## src/rtl/lfsr_bist_pkg.sv

```systemverilog
// Shared types and constants for the LFSR/MISR built-in self-test controller.
package lfsr_bist_pkg;

   localparam int BIST_W = 4;

   // Feedback taps as bit masks over the register (x^4 + x^3 + 1).
   localparam logic [BIST_W-1:0] LFSR_TAPS = 4'b1100;
   localparam logic [BIST_W-1:0] MISR_TAPS = 4'b1100;

   typedef enum logic [2:0] {
      ST_IDLE  = 3'd0,
      ST_LOAD  = 3'd1,
      ST_RUN   = 3'd2,
      ST_CHECK = 3'd3,
      ST_DONE  = 3'd4
   } state_t;

   function automatic logic [BIST_W-1:0] fb_shift(input logic [BIST_W-1:0] v,
                                                  input logic [BIST_W-1:0] taps);
      return {v[BIST_W-2:0], ^(v & taps)};
   endfunction

endpackage

```

## src/rtl/bist_misr.sv

```systemverilog
// 4-bit multiple-input signature register: clr has priority over en.
module bist_misr
   import lfsr_bist_pkg::*;
(
   input  logic              clk,
   input  logic              rst,
   input  logic              clr,
   input  logic              en,
   input  logic [BIST_W-1:0] din,
   output logic [BIST_W-1:0] sig
);

   always_ff @(posedge clk or posedge rst) begin
      if (rst) begin
         sig <= '0;
      end else if (clr) begin
         sig <= '0;
      end else if (en) begin
         sig <= fb_shift(sig, MISR_TAPS) ^ din;
      end
   end

endmodule

```

## src/rtl/lfsr_bist_ctrl.sv

```systemverilog
// BIST sequencer: LFSR pattern source, MISR compaction, golden-signature check.
// Optional abort port enabled by defining LFSR_BIST_ABORT_EN.
module lfsr_bist_ctrl
   import lfsr_bist_pkg::*;
#(
   parameter logic [BIST_W-1:0] SEED    = 4'b1111,
   parameter int                NUM_PAT = 15,
   parameter int                CNT_W   = 4,
   parameter logic [BIST_W-1:0] GOLDEN  = 4'b0000
) (
   input  logic              clk,
   input  logic              rst,
   input  logic              start,
`ifdef LFSR_BIST_ABORT_EN
   input  logic              abort,
`endif
   input  logic [BIST_W-1:0] cut_resp,
   output logic [BIST_W-1:0] pat_out,
   output logic              pat_valid,
   output logic              busy,
   output logic              done,
   output logic              pass,
   output logic [BIST_W-1:0] signature,
   output state_t            dbg_state
);

   localparam logic [CNT_W-1:0] LAST_CNT = CNT_W'(NUM_PAT - 1);

   // Handshake: start is a level sampled only in IDLE; done is a one-cycle
   // pulse, and pass/signature stay valid from done until the next accepted start.

   state_t            state;
   logic [BIST_W-1:0] lfsr;
   logic [CNT_W-1:0]  cnt;
   logic              abort_req;
   logic              misr_clr;
   logic              misr_en;

`ifdef LFSR_BIST_ABORT_EN
   assign abort_req = abort;
`else
   assign abort_req = 1'b0;
`endif

   // An abort in LOAD/RUN must leave the MISR untouched, hence the gating.
   assign misr_clr = (state == ST_LOAD) && !abort_req;
   assign misr_en  = (state == ST_RUN)  && !abort_req;

   bist_misr u_misr (
      .clk (clk),
      .rst (rst),
      .clr (misr_clr),
      .en  (misr_en),
      .din (cut_resp),
      .sig (signature)
   );

   always_ff @(posedge clk or posedge rst) begin
      if (rst) begin
         state     <= ST_IDLE;
         lfsr      <= SEED;
         cnt       <= '0;
         pat_valid <= 1'b0;
         busy      <= 1'b0;
         done      <= 1'b0;
         pass      <= 1'b0;
      end else begin
         done <= 1'b0;
         if (abort_req && (state == ST_LOAD || state == ST_RUN || state == ST_CHECK)) begin
            state     <= ST_IDLE;
            pat_valid <= 1'b0;
            busy      <= 1'b0;
            pass      <= 1'b0;
         end else begin
            case (state)
               ST_IDLE: begin
                  if (start && !abort_req) begin
                     state <= ST_LOAD;
                     busy  <= 1'b1;
                     pass  <= 1'b0;
                  end
               end
               ST_LOAD: begin
                  lfsr      <= SEED;
                  cnt       <= '0;
                  state     <= ST_RUN;
                  pat_valid <= 1'b1;
               end
               ST_RUN: begin
                  lfsr <= fb_shift(lfsr, LFSR_TAPS);
                  cnt  <= cnt + 1'b1;
                  if (cnt == LAST_CNT) begin
                     state     <= ST_CHECK;
                     pat_valid <= 1'b0;
                  end
               end
               ST_CHECK: begin
                  pass  <= (signature == GOLDEN);
                  state <= ST_DONE;
                  busy  <= 1'b0;
                  done  <= 1'b1;
               end
               ST_DONE: begin
                  state <= ST_IDLE;
               end
               default: begin
                  state     <= ST_IDLE;
                  pat_valid <= 1'b0;
                  busy      <= 1'b0;
               end
            endcase
         end
      end
   end

   assign pat_out   = lfsr;
   assign dbg_state = state;

endmodule
```

## config.mk

```make
export PLATFORM = sky130hd
export DESIGN_NAME = lfsr_bist_ctrl
export DESIGN_NICKNAME = d
export VERILOG_FILES = /design/src/rtl/lfsr_bist_pkg.sv /design/src/rtl/bist_misr.sv /design/src/rtl/lfsr_bist_ctrl.sv
export SDC_FILE = /design/constraint.sdc
export NUM_CORES = 1
export LEC_CHECK = 0
export BUFFER_PORTS_ARGS = -buffer_cell sky130_fd_sc_hd__buf_4
export CAP_MARGIN = 20
export CORE_MARGIN = 5
export CORE_UTILIZATION = 52
export DETAILED_ROUTE_END_ITERATION = 8
export GPL_ROUTABILITY_DRIVEN = 1
export MAX_ROUTING_LAYER = met4
export PLACE_DENSITY = 0.77
export SYNTH_ARGS = -nofsm -noshare
export SYNTH_HDL_FRONTEND = slang
export SYNTH_HIERARCHICAL = 1
export SYNTH_SLANG_ARGS = --single-unit
```

## constraint.sdc

```tcl
create_clock -name clk -period 1.7 [get_ports clk]
set_clock_uncertainty 0.1 [all_clocks]
set_input_delay 0.085 -clock clk [delete_from_list [all_inputs] [get_ports clk]]
set_output_delay 0.085 -clock clk [all_outputs]
set_load 0.03 [all_outputs]
```

# Word level (Yosys, flattened, before mapping)

Index checks and enable logic that the tools add are counted.

Word-level logic and storage cells: 45
Bits in registers: 19

Equal/unequal tests: 7
Add/sub/neg operators: 1
Multiplexer cells: 14
Bitwise gates (word level): 3
Reductions and logical operators: 12

Operators with widths:

| operator                                              | number |
|---|---|
| one-hot mux 4 bit (2 select lines)                    | 2 |
| one-hot mux 3 bit (4 select lines)                    | 1 |
| 2-to-1 mux 4 bit                                      | 2 |
| AND reduction 2 bit                                   | 4 |
| parity 4 bit                                          | 2 |
| == test 3 x 2 -> 1 bit, second input constant         | 2 |
| 2-to-1 mux 3 bit                                      | 2 |
| OR reduction 3 bit                                    | 2 |
| adder 4 x 1 -> 4 bit, second input constant           | 1 |
| == test 4 bit, second input constant                  | 1 |
| zero test 4 bit                                       | 1 |
| 2-to-1 mux 1 bit                                      | 4 |
| one-hot mux 1 bit (2 select lines)                    | 2 |
| nonzero test 2 bit                                    | 2 |
| bitwise XOR 4 bit                                     | 1 |
| == test 3 x 1 -> 1 bit, second input constant         | 1 |
| == test 3 bit, second input constant                  | 1 |
| zero test 3 bit                                       | 1 |
| one-hot mux 1 bit (3 select lines)                    | 1 |
| inequality test 2 x 1 -> 1 bit, second input constant | 1 |
| inequality test 2 bit, second input constant          | 1 |
| NOT 1 bit                                             | 2 |

# Depth between registers and ports, before layout

Depth after elaboration: 4
Depth in mapped cells: 6
Depth with buffers taken out: 5

# Hierarchy

The synthesis kept the hierarchy.

By module, submodules not included:

| module         | area each (um^2) | cells an instance | instances |
|---|---|---|---|
| lfsr_bist_ctrl | 813.3            | 77                | 1 |
| bist_misr      | 206.4            | 18                | 1 |

# Worst setup path after synthesis

No wires, ideal clock.

Path type: flip-flop to flip-flop
Start point: register state[1] (netlist: dbg_state[1])
End point: register u_misr.sig[0]
Path buffers: 2
Cell stages (with the launch flop): 7
Slack: 0.196 ns
Arrival time: 1.278 ns
Cells stage by stage: dfrtp_1 buf_6 nand2b_2 nor2_1 buf_2 mux2i_1 nor2_1

Cells in the longest elaborated chain, start to end: 2
Elaborated cells on any way between the ends: 4
Those cells by class: 2 x eq/ne; 1 x mux; 1 x reduce/logical

Ends and longest elaborated chain:

| item                         | line                 | text |
|---|---|---|
| start, declared              | lfsr_bist_ctrl.sv:32 | `state_t state;` |
| start signal, assigned       | lfsr_bist_ctrl.sv:60 | `state <= ST_IDLE;` |
| start signal, assigned       | lfsr_bist_ctrl.sv:70 | `state <= ST_IDLE;` |
| start signal, assigned       | lfsr_bist_ctrl.sv:78 | `state <= ST_LOAD;` |
| == test 3 x 2 -> 1 bit       | lfsr_bist_ctrl.sv:47 | `assign misr_en = (state == ST_RUN) && !abort_req;` |
| via misr_en                  | lfsr_bist_ctrl.sv:37 | `logic misr_en;` |
| nonzero test 2 bit (no line) | -                    |  |
| end signal, assigned         | bist_misr.sv:19      | `sig <= fb_shift(sig, MISR_TAPS) ^ din;` |
| end, declared                | bist_misr.sv:10      | `output logic [BIST_W-1:0] sig` |

The timed path passes the listed nets, and every way through them passes these cells.
A chain may end at the register's enable or synchronous reset.

# Worst setup path in the final report

Start point: register state[0] (netlist: dbg_state[0])
End point: register lfsr[0] (netlist: pat_out[0])

Cells in the longest elaborated chain, start to end: 2
Elaborated cells on any way between the ends: 4
Those cells by class: 2 x eq/ne; 1 x mux; 1 x reduce/logical

Ends and longest elaborated chain:

| item                                                                            | line                 | text |
|---|---|---|
| == test 3 x 2 -> 1 bit / == test 3 x 1 -> 1 bit (equally long branches)         | lfsr_bist_ctrl.sv:75 | `case (state)` |
| one-hot mux 4 bit (2 select lines) / nonzero test 2 bit (equally long branches) | -                    |  |
| end signal, assigned                                                            | lfsr_bist_ctrl.sv:90 | `lfsr <= fb_shift(lfsr, LFSR_TAPS);` |
| end, declared                                                                   | lfsr_bist_ctrl.sv:33 | `logic [BIST_W-1:0] lfsr;` |

Parallel ways exist; a longest one is shown, timed or not.

==> run metrics <==
status=completed; Setup crit start kind=flop; met2 wire length=1060 um; share of layout cells above drive strength 1=0.301; Netlist cell types=37; Post-Place Cells=142; Final Routed Wirelength=2160 um; RSZ-0062 raised after global routing=false; Area Overhead vs Synth=23.3%; met3 wire length=63 um; Post-CTS Setup Bufs=0; Crit. End Element=flop; R2R depth=4; # DRC=0; Iter 0 DRT Violations=10; drt first pass iters=4; Crit Reg-Reg Startpoint=dbg_state[0]; vias in the first global route=813; ANT cells=0; Die X=54.3 um; post_cts resized=0; Worst Path Required=1.80 ns; gr usage total=0.172; P_leak=approximately 0.00057 uW; die area=2950 um2; Slew Limit Headroom=0.611; non-filler instance count after layout=150; Tmin final=1.50 ns; sequential element share of the synthesized area=0.471; DRT met1 WL=between 1000 and 1500 um; first-pass GRT wire length=roughly 3600 um; Worst R2R End=pat_out[0]; Main synth FF type=dfrtp_1; # fillers=173; CP max stage cell=dfrtp_1; Critical Path Fanout Max=14; initial antenna violation count=0; # rows=16; IO Port Bufs=21; worst min-delay path category=in -> reg; Final Cycle Share=0.884; Hold Crit Start=cut_resp[3]; final setup fails=0; Final GP Congestion=0.807; vias per cell=5.39; Skew-Pair Late Insertion Delay=0.28 ns; core area=1920 um2; Max Root-Sink Buffers=2; R2R Setup Slk=0.20 ns; Nets=between 100 and 150; hold path cells=3; setup TNS=0 ns; Via Count=809; CTS sink count=19; Max-cap violations=0; Worst-Margin Slew=0.583 ns; Post-synth EDFFs=0; hold_ws=0.0182 ns; Die Span Y=about 54 um; grt ovf=0; FF/Latch Area=480 um2; P per Cell Area=2110 nW/um2; footprint of the multi-input gates=459 um2; flops & latches, synth=19; Cell Area, Synth=approximately 1000 um2; worst setup path class=reg -> reg; Async SR Flop Fraction=1.00; most common cell after layout, fill and taps aside=buf_4; crit path cell chain=buf_4 > a21oi_2 > nor2_1 > a211oi_1; commonest non-fill, non-tap cells in the layout=buf_4 (26), dfrtp_1 (15), nor2_1 (10); Starting Density=0.531; Synth warnings=6; post-DR wirelength/cell=14.4 um; Worst VDD drop=1.22 mV; clock buffers created by TritonCTS=3; root buffer cell=clkbuf_4; largest net degree at the start of global routing=16; syn nets=104; Pwr Total=2650 uW; Mapped Cells=95; Critical Path Max Stage Delay=about 0.55 ns; CTS tree=done; fin. max-slew vios=0; Top Layer Used=met4; Ports=22; H-tree Lvls=1; Antenna Nets Post-Route=0; Max Freq=0.666 GHz; DPL Wire Length=between 1500 and 2000 um; CP arrival=1.60 ns; final hold violations=0; WHS Endpoint=u_misr/sig[3]; syn avg cell area=10.7 um2; clk slew on worst S/H paths=0.10 ns
[power breakdown]
| group | switching, uW | total (uW) | internal (uW) |
|---|---|---|---|
| logic | 808 | 1480 | 674 |
| clock network | 131 | 222 | 91.0 |
| registers | 261 | 943 | 683 |
| total | 1200 | 2650 | 1450 |
[worst max-delay path by stage]
stage | depth (start not counted) | start | slack (ns) | end
floorplan | 6 | dbg_state[1] | 0.20 | u_misr/sig[0]
global placement | 4 | dbg_state[0] | 0.23 | pat_out[0]
detailed placement | 4 | dbg_state[0] | 0.22 | pat_out[0]
CTS | 4 | dbg_state[0] | 0.19 | pat_out[0]
global route | 4 | dbg_state[0] | 0.12 | pat_out[0]
finish | 4 | dbg_state[0] | 0.20 | pat_out[0]
[synth_stat cells, drive strengths merged, types with 2 or more instances]
master / count / area, um2
o22a: 6 / 52.6
o21ai: 4 / 20.0
inv: 6 / 22.5
o22ai: 2 / 12.5
nand2: 3 / 11.3
and3b: 2 / 18.8
nor2: 10 / 37.5
ha: 2 / 25.0
xnor2: 5 / 43.8
nand2b: 3 / 21.3
mux2i: 2 / 20.0
nand3: 2 / 10.0
dfstp: 4 / 105
a211oi: 4 / 30.0
buf: 6 / 57.6
a21oi: 5 / 28.8
dfrtp: 15 / 375
[layout make-up]
cell class                 count  area share
inverter                       6      0.0179
sequential                    19       0.382
tap                           27      0.0269
clock buffer                   4      0.0209
timing repair buffer          30       0.187
multi-input combinational     64       0.365
[kinds of logic after synthesis]
group | Yosys count | synth area share
xor gates and xnor gates | 6 | 0.0663
DFF | 19 | 0.471
AOI/OAI and AO/OA | 29 | 0.209
buffers and inverters | 12 | 0.0785
adders and majority gates | 2 | 0.0245
and+or+nand+nor | 25 | 0.131
muxes | 2 | 0.0196
[worst max-delay path, delay by kind of cell (launching register included)]
| kind | cells | cell delay (ns) |
|---|---|---|
| AO/OA/AOI/OAI | 2 | 0.48 |
| flip-flops | 1 | 0.55 |
| buffers and inverters | 1 | 0.22 |
| AND/OR/NAND/NOR | 1 | 0.07 |
[stage by stage]
stage	setup slack (ns)	instance area [um2]	util
floorplan	0.196	1020	-
global placement	0.234	1190	0.620
detailed placement	0.225	1190	0.620
CTS	0.192	1260	0.654
global route	0.117	1260	0.654
finish	0.198	1260	0.654
[routing by layer]
layer	up-vias	GRT usage
met5	-	-
met4	0	0.0498
met3	2	0.0245
met2	14	0.277
met1	389	0.226
li1	404	-
[state kept, by name, indices dropped and copies added, names as in the netlist]
register / flops
done: 1
pass: 1
dbg_state: 3
pat_valid: 1
cnt: 4
busy: 1
pat_out: 4
u_misr/sig: 4
[repair_timing]
item	in CTS	in global routing
hold buffers	4	0
hold endpoints to repair	19	0
setup endpoints to repair	0	0
Power figures use the tool's default switching activity.
